[src/rtl/sr_latch_arbiter_pkg.sv]
// Shared state encoding and default sizing for the SR latch arbiter.
package sr_latch_arbiter_pkg;

  localparam int unsigned N_REQ_DEF      = 4;
  localparam int unsigned PULSE_CYC_DEF  = 2;
  localparam int unsigned SETTLE_MAX_DEF = 8;

  typedef enum logic [2:0] {
    ST_IDLE,
    ST_DRIVE,
    ST_SETTLE,
    ST_DONE,
    ST_FAIL
  } state_t;

endpackage

[src/rtl/sr_latch_arbiter_rr_pick.sv]
// Combinational round-robin selector: first set req bit at or above rr, wrapping.
module rr_pick
  import sr_latch_arbiter_pkg::*;
#(
  parameter int unsigned N_REQ = N_REQ_DEF,
  parameter int unsigned RW    = (N_REQ > 1) ? $clog2(N_REQ) : 1
) (
  input  logic [N_REQ-1:0] req,
  input  logic [RW-1:0]    rr,
  output logic [N_REQ-1:0] winner,
  output logic             valid
);

  logic [2*N_REQ-1:0] w_dbl_req;
  logic [2*N_REQ-1:0] w_dbl_oh;
  logic [N_REQ-1:0]   w_rot_req;
  logic [N_REQ-1:0]   w_rot_oh;

  // Rotate so rr lands at bit 0, pick the lowest set bit, rotate the one-hot back.
  always_comb begin
    w_dbl_req = {req, req} >> rr;
    w_rot_req = w_dbl_req[N_REQ-1:0];
    w_rot_oh  = '0;
    valid     = 1'b0;
    for (int unsigned k = 0; k < N_REQ; k++) begin
      if (!valid && w_rot_req[k]) begin
        w_rot_oh[k] = 1'b1;
        valid       = 1'b1;
      end
    end
    w_dbl_oh = {w_rot_oh, w_rot_oh} << rr;
    winner   = w_dbl_oh[2*N_REQ-1:N_REQ];
  end

endmodule

[src/rtl/sr_latch_arbiter.sv]
// Round-robin arbiter driving a shared SR latch with pulse/settle/timeout sequencing.
// Optional build macro: SR_LATCH_ARBITER_SKIP_EN (skip drive when latch already matches).
module sr_latch_arbiter
  import sr_latch_arbiter_pkg::*;
#(
  parameter int unsigned N_REQ      = N_REQ_DEF,
  parameter int unsigned PULSE_CYC  = PULSE_CYC_DEF,
  parameter int unsigned SETTLE_MAX = SETTLE_MAX_DEF
) (
  input  logic             clk,
  input  logic             rst_n,
  input  logic [N_REQ-1:0] req,
  input  logic [N_REQ-1:0] op,
  output logic [N_REQ-1:0] gnt,
  output logic [N_REQ-1:0] done,
  output logic             err,
  input  logic             clr_err,
  output logic             busy,
  output logic             S,
  output logic             R,
  input  logic             Q,
  input  logic             Qbar
);

  localparam int unsigned RW          = (N_REQ > 1) ? $clog2(N_REQ) : 1;
  localparam logic [7:0]  PULSE_C     = 8'(PULSE_CYC);
  localparam logic [7:0]  SETTLE_LAST = 8'(SETTLE_MAX - 1);

  state_t           r_state;
  logic [N_REQ-1:0] r_gnt;
  logic [N_REQ-1:0] r_done;
  logic             r_err;
  logic             r_busy;
  logic             r_S;
  logic             r_R;
  logic             r_op;
  logic [RW-1:0]    r_rr;
  logic [7:0]       r_cnt;
  logic             r_armed;

  logic [N_REQ-1:0] w_winner;
  logic             w_valid;
  logic [RW-1:0]    w_win_idx;
  logic [RW-1:0]    w_rr_next;
  logic             w_match;

  rr_pick #(
    .N_REQ (N_REQ),
    .RW    (RW)
  ) u_rr_pick (
    .req    (req),
    .rr     (r_rr),
    .winner (w_winner),
    .valid  (w_valid)
  );

  always_comb begin
    w_win_idx = '0;
    for (int unsigned k = 0; k < N_REQ; k++) begin
      if (w_winner[k]) w_win_idx = RW'(k);
    end
    w_rr_next = (w_win_idx == RW'(N_REQ - 1)) ? '0 : w_win_idx + 1'b1;
  end

  // Q==Qbar can never satisfy this since r_op and !r_op differ.
  assign w_match = (Q == r_op) && (Qbar == !r_op);

  // r_armed holds off granting until the second edge after reset release.
  always_ff @(posedge clk or negedge rst_n) begin
    if (!rst_n) begin
      r_state <= ST_IDLE;
      r_gnt   <= '0;
      r_done  <= '0;
      r_err   <= 1'b0;
      r_busy  <= 1'b0;
      r_S     <= 1'b0;
      r_R     <= 1'b0;
      r_op    <= 1'b0;
      r_rr    <= '0;
      r_cnt   <= '0;
      r_armed <= 1'b0;
    end else begin
      r_armed <= 1'b1;
      if (clr_err) r_err <= 1'b0;
      case (r_state)
        ST_IDLE: begin
          r_S    <= 1'b0;
          r_R    <= 1'b0;
          r_done <= '0;
          if (r_armed && w_valid) begin
            r_gnt   <= w_winner;
            r_op    <= |(op & w_winner);
            r_rr    <= w_rr_next;
            r_cnt   <= '0;
            r_busy  <= 1'b1;
            r_state <= ST_DRIVE;
          end
        end
        ST_DRIVE: begin
`ifdef SR_LATCH_ARBITER_SKIP_EN
          if (r_cnt == '0 && w_match) begin
            r_done  <= r_gnt;
            r_state <= ST_DONE;
          end else
`endif
          if (r_cnt < PULSE_C) begin
            r_S   <= r_op;
            r_R   <= !r_op;
            r_cnt <= r_cnt + 8'd1;
          end else begin
            r_S     <= 1'b0;
            r_R     <= 1'b0;
            r_cnt   <= '0;
            r_state <= ST_SETTLE;
          end
        end
        ST_SETTLE: begin
          if (w_match) begin
            r_done  <= r_gnt;
            r_state <= ST_DONE;
          end else if (r_cnt == SETTLE_LAST) begin
            r_err   <= 1'b1;
            r_done  <= r_gnt;
            r_state <= ST_FAIL;
          end else begin
            r_cnt <= r_cnt + 8'd1;
          end
        end
        ST_DONE, ST_FAIL: begin
          r_done  <= '0;
          r_gnt   <= '0;
          r_busy  <= 1'b0;
          r_cnt   <= '0;
          r_state <= ST_IDLE;
        end
        default: begin
          r_S     <= 1'b0;
          r_R     <= 1'b0;
          r_done  <= '0;
          r_gnt   <= '0;
          r_busy  <= 1'b0;
          r_cnt   <= '0;
          r_state <= ST_IDLE;
        end
      endcase
    end
  end

  assign gnt  = r_gnt;
  assign done = r_done;
  assign err  = r_err;
  assign busy = r_busy;
  assign S    = r_S;
  assign R    = r_R;

endmodule
[config.mk]
export PLATFORM = sky130hd
export DESIGN_NAME = sr_latch_arbiter
export DESIGN_NICKNAME = d
export VERILOG_FILES = /design/src/rtl/sr_latch_arbiter_pkg.sv /design/src/rtl/sr_latch_arbiter_rr_pick.sv /design/src/rtl/sr_latch_arbiter.sv
export SDC_FILE = /design/constraint.sdc
export NUM_CORES = 1
export LEC_CHECK = 0
export CAP_MARGIN = 20
export CORE_MARGIN = 4
export CORE_UTILIZATION = 60
export CTS_BUF_LIST = sky130_fd_sc_hd__clkbuf_4 sky130_fd_sc_hd__clkbuf_8
export DETAILED_ROUTE_END_ITERATION = 12
export DONT_BUFFER_PORTS = 1
export PLACE_DENSITY = 0.83
export SKIP_CTS_REPAIR_TIMING = 1
export SYNTH_ARGS = -nofsm -noshare
export SYNTH_HDL_FRONTEND = slang
export SYNTH_SLANG_ARGS = --single-unit
[constraint.sdc]
create_clock -name clk -period 4.05 [get_ports clk]
set_clock_uncertainty 0.2 [all_clocks]
set_input_delay 1.0125 -clock clk [delete_from_list [all_inputs] [get_ports clk]]
set_output_delay 1.0125 -clock clk [all_outputs]
set_load 0.005 [all_outputs]
After elaboration in Yosys (flattened, before gate mapping)
Cells that the tools add are included.
{"block": "op_classes", "addsub": 2, "magnitude_cmp": 1, "eq_ne": 13, "shifts": 2, "muxes": 36, "n_bitwise": 3, "reduce_logical": 18}
{"cell": "$mux W8", "count": 4}
{"cell": "$pmux W8 S3", "count": 1}
{"cell": "$pmux W4 S2", "count": 2}
{"cell": "$mux W1", "count": 15}
{"cell": "$mux W3", "count": 4}
{"cell": "$mux W4", "count": 3}
{"cell": "$pmux W3 S3", "count": 1}
{"cell": "$add A8 B1 Y8 const B", "count": 1}
{"cell": "$eq A8 B3 Y1 const B", "count": 1}
{"cell": "$lt A8 B2 Y1 const B", "count": 1}
{"cell": "$ne A2 B2 Y1 const B", "count": 4}
{"cell": "$shl A8 B2 Y8", "count": 1}
{"cell": "$shr A8 B2 Y4", "count": 1}
{"cell": "$eq A3 B2 Y1 const B", "count": 2}
{"cell": "$mux W2", "count": 3}
{"cell": "$pmux W1 S2", "count": 3}
{"cell": "$reduce_and A2 Y1", "count": 3}
{"cell": "$reduce_and A3 Y1", "count": 2}
{"cell": "$logic_and A1 B1 Y1", "count": 5}
{"cell": "$and A4 B4 Y4", "count": 1}
{"cell": "$logic_not A1 Y1", "count": 4}
{"cell": "$reduce_or A4 Y1", "count": 1}
{"cell": "$eq A3 B1 Y1 const B", "count": 1}
{"cell": "$eq A3 B3 Y1 const B", "count": 1}
{"cell": "other kinds (8)", "count": 10}
{"block": "totals", "reg_bits": 27, "input_bits": 13, "out_inout_bits": 12, "word_cells": 86}

Logic depth before layout (Yosys ltp)
{"block": "logic_depth", "depth_word": 17, "ltp_mapped": 6, "depth_no_buf": 6}

Hierarchy
From an unflattened synthesis, not the netlist that was laid out.
{"block": "hier_totals", "hier_cells": 150, "hier_area_um2": 1527.7}
{"mod": "sr_latch_arbiter", "n_inst": 1, "cells_per_inst": 132, "area_per_inst_um2": 1413.9, "seq_area_each_um2": 675.6}
{"mod": "rr_pick", "n_inst": 1, "cells_per_inst": 18, "area_per_inst_um2": 113.9, "seq_area_each_um2": 0.0}

Least setup slack after synthesis
OpenSTA, ideal clock, no wires.
{"block": "synth_timing", "kind": "input port to flip-flop", "start": "input port Q", "end": "register r_cnt[0]", "setup_ns": 0.118, "t_arrival_ns": 2.263, "t_required_ns": 3.732, "path_slack_ns": 1.469, "path_stages": 5, "path_buffers": 0, "cell_sequence": "or3b_2 o211a_1 a2111oi_4 nor3_1 a21o_1"}
{"block": "synth_via", "elab_chain_cells": 4}
{"item": "from (decl)", "line_no": "sr_latch_arbiter.sv:21", "text": "input logic Q,"}
{"item": "$eq A1 B1 Y1", "line_no": "sr_latch_arbiter.sv:66", "text": "assign w_match = (Q == r_op) && (Qbar == !r_op);"}
{"item": "$logic_and A1 B1 Y1", "line_no": "sr_latch_arbiter.sv:66"}
{"item": "$ne A2 B2 Y1 (no source line)"}
{"item": "$reduce_and A3 Y1 (no source line)"}
{"item": "to (signal assigned)", "line_no": "sr_latch_arbiter.sv:109", "text": "r_cnt <= r_cnt + 8'd1;"}
{"item": "to (signal assigned)", "line_no": "sr_latch_arbiter.sv:126", "text": "r_cnt <= r_cnt + 8'd1;"}
{"item": "to (decl)", "line_no": "sr_latch_arbiter.sv:38", "text": "logic [7:0] r_cnt;"}
No other way between the ends.
A chain may end at the register's enable or synchronous reset.

Final worst setup path
{"block": "layout_timing", "start": "input port Qbar", "end": "register r_cnt[3]"}
{"block": "layout_via", "elab_chain_cells": 4}
{"item": "from (decl)", "line_no": "sr_latch_arbiter.sv:22", "text": "input logic Qbar"}
{"item": "$eq A1 B1 Y1", "line_no": "sr_latch_arbiter.sv:66"}
{"item": "$logic_and A1 B1 Y1", "line_no": "sr_latch_arbiter.sv:66"}
{"item": "$ne A2 B2 Y1 (no source line)"}
{"item": "$reduce_and A3 Y1 (no source line)"}
No other way between the ends.

==> parameters.txt <==
Parameter                              Value

Setup path
  Worst setup EP type    flip-flop
  List of cells traversed by the critical path    or3b_2 > o21ai_0 > o311ai_0 > a21oi_1 > a311oi_1
  Slowest cell on the critical path    sky130_fd_sc_hd__o311ai_0
  Critical path buffer and inverter count    0
  WS Path Type    in -> reg
  Critical-path maximum fanout    4
  Critical Path Max Stage Delay    between 0.7 and 0.8 ns
  Family with the most delay on the worst path    compound AO/OA/AOI/OAI gates
  CP arrival    roughly 2.5 ns
  CP required    4.08 ns
  CP Launch Type    primary input

CTS
  Number of H-tree branching levels    1
  CTS sink cnt    27
  Root Buffer Master    sky130_fd_sc_hd__clkbuf_4
  Inserted Clock Buffers    3
  Skew-Pair Late Insertion Delay    approximately 0.32 ns
  CTS tree    built
  Maximum root-to-sink buffer count    2
  Clock transition at the register clock pins on the worst setup and hold paths after CTS    0.14 ns

Run status
  Outcome    finished, final reports clean

Cells and area
  Count of inserted antenna diode cells    0
  Post-layout utilization of the core    0.658
  Number of nets at the end of the flow    162
  Growth of design area from synthesis to finish    3.56%
  Finished Layout Cells    175
  Layout cell share with drive strength beyond 1    0.0952

Placement
  Weighted congestion at the end of routability-driven global placement    0.841
  I/O Buffers    0
  Placed Instances    171
  Post-detailed-placement half-perimeter wirelength    2.30 mm

Floorplanning
  Die H    56.4 um
  Die span in x    56.4 um
  Row cnt    17
  Num ports    25
  Die area    3180 um^2
  Effective utilization at floorplan    0.635
  Standard cell core area    2210 um^2

Synth
  Area share of the largest cell type after synthesis    0.481
  Top cells by area, synth    sky130_fd_sc_hd__dfrtp_1 (48%), sky130_fd_sc_hd__nand2_1 (4.3%), sky130_fd_sc_hd__a21oi_1 (3.9%)
  Sequential element share of the synthesized area    0.481
  Post-synthesis cell area    between 1000 and 1500 um^2
  Library cell with the largest summed area after synthesis    sky130_fd_sc_hd__dfrtp_1
  Seq cells post-synth    27
  Mean Syn Cell Area    9.56 um^2
  Unique masters post-synth    38
  Count of mapped cells out of synthesis    147
  Synthesized netlist net count    between 150 and 200
  Warnings, synthesis    0

Global routing
  Number of antenna violations at the first check in global routing    0
  Vias in the first global route    1216
  Wire length of the first global-routing pass    between 5 and 6 mm
  Largest net degree at the start of global routing    28
  Remaining global-route overflow    0
  All-Layer GR Usage    0.213

Routing
  Detailed Route WL    2.96 mm
  Length of the first detailed-routing pass in iterations    5
  Antenna viol nets, final    0
  Post-detailed-route via-to-cell ratio    6.63
  DR iter-0 viols    32
  DRC violations left    0
  Post-detailed-route wirelength per cell    16.9 um
  Via count    1160

Run
  Number of max-cap violations    0

STA
  Final number of setup-violating endpoints    0
  Final critical-path share of the clock period    0.604
  Slew Limit Headroom    0.400
  Final critical delay including setup and external delays    ~2.4 ns
  Slew at the pin closest to its max-slew limit    0.893 ns
  Count of endpoints failing hold in the final timing report    0
  Max Clock Freq    409 MHz
  Summed negative setup slack over all endpoints    0 ns
  Count of final max-slew check failures    0
  RSZ-0062 raised after global routing    false

Min path
  Path class of the lowest-slack min-delay path    in -> async

Power and ir drop
  Worst vdd rail ir drop    0.425 mV
  Power Density    ~670 nW/um^2
  Leakage power    about 0.64 nW
-- path summary, 6_finish.rpt --
path | cells after the start | slack, ns | start | to
worst max-delay path | 5 | 1.60 | Qbar | r_cnt[3]$_DFFE_PN0P_
worst min-delay path | 0 | 0.16 | rst_n | S$_DFFE_PN0N_
worst max register to register | 5 | 1.66 | r_cnt[6]$_DFFE_PN0P_ | r_cnt[7]$_DFFE_PN0P_
worst min register to register | 1 | 0.33 | busy$_DFFE_PN0P_ | busy$_DFFE_PN0P_
max in group asynchronous | 0 | 3.41 | rst_n | gnt[0]$_DFFE_PN0P_
min in group clk | 1 | 0.33 | busy$_DFFE_PN0P_ | busy$_DFFE_PN0P_
-- synthesized netlist by cell type, drive strengths merged --
cell type	count
a2111oi	1
a211o	1
a211oi	5
a21o	4
a21oi	11
a221oi	5
a22o	3
a311oi	2
a31oi	2
a32o	1
and2	1
and3	4
clkbuf	4
conb	1
dfrtp	27
ha	1
inv	4
nand2	16
nand2b	3
nand3	5
nor2	9
nor2b	1
nor3	5
nor4	1
o211a	1
o21ai	11
o221a	1
o22a	1
o22ai	3
o2bb2ai	1
o311ai	1
o31ai	1
or2	2
or3	6
or3b	1
or4	1
-- layout make-up --
cell class                      instances  area (um^2)
Multi-Input combinational cell        112          699
Tap cell                               28         35.0
Clock buffer                            4         30.0
Fill cell                             167          757
Inverter                                4         15.0
Sequential cell                        27          676
-- through the flow --
| step | setup slack [ns] | cell area, um^2 | power (mW) | hold slack [ns] |
|---|---|---|---|---|
| 2_1_floorplan | 1.47 | 1410 | 0.764 | 0.273 |
| 3_3_place_gp | 1.37 | 1430 | 0.836 | 0.298 |
| 3_5_place_dp | 1.26 | 1430 | 0.855 | 0.297 |
| 4_1_cts | 1.60 | 1460 | 0.974 | 0.155 |
| 5_1_grt | 1.43 | 1460 | 1.06 | 0.128 |
| 6_report | 1.60 | 1460 | 0.972 | 0.163 |
-- routing by layer --
metal	part of all wire	GRT usage	vias up
li1	-	-	557
met1	0.44	0.274	555
met2	0.49	0.347	46
met3	0.066	0.0483	2
met4	0.0071	0.0847	0
met5	0	0	-
-- cells in the final DEF (no fill, tap or decap), types with 3 or more instances in the layout --
cell / Yosys / routed
sky130_fd_sc_hd__a211oi_1: 5 / 5
sky130_fd_sc_hd__a21o_1: 4 / 4
sky130_fd_sc_hd__a21oi_1: 11 / 11
sky130_fd_sc_hd__a221oi_1: 5 / 5
sky130_fd_sc_hd__a22o_1: 3 / 3
sky130_fd_sc_hd__and3_1: 4 / 4
sky130_fd_sc_hd__clkbuf_4: 0 / 4
sky130_fd_sc_hd__dfrtp_1: 27 / 27
sky130_fd_sc_hd__inv_1: 4 / 4
sky130_fd_sc_hd__nand2_1: 16 / 16
sky130_fd_sc_hd__nand2b_1: 3 / 3
sky130_fd_sc_hd__nand3_1: 5 / 5
sky130_fd_sc_hd__nor2_1: 9 / 9
sky130_fd_sc_hd__nor3_1: 5 / 5
sky130_fd_sc_hd__o21ai_0: 11 / 11
sky130_fd_sc_hd__o22ai_1: 3 / 3
sky130_fd_sc_hd__or3_2: 3 / 3
-- cell families after synthesis --
| group | after synthesis | share of synthesized area |
|---|---|---|
| other cells | 1 | 0.00267 |
| fa+ha+maj | 1 | 0.00890 |
| buf+inv | 8 | 0.0214 |
| simple gates | 55 | 0.203 |
| flops | 27 | 0.481 |
| compound gates | 55 | 0.283 |
-- state kept, by name, summed over array words and instances (netlist names) --
register	cells
err	1
S	1
r_rr	2
r_armed	1
gnt	4
done	4
R	1
busy	1
r_op	1
r_cnt	8
r_state	3
-- report_power, final --
part / leakage, nW / internal (mW) / total, mW / switching, mW
registers: 0.351 / 0.357 / 0.476 / 0.120
logic: 0.273 / 0.165 / 0.375 / 0.211
clock network: 0.0184 / 0.0452 / 0.120 / 0.0751
Power figures use the tool's default switching activity.
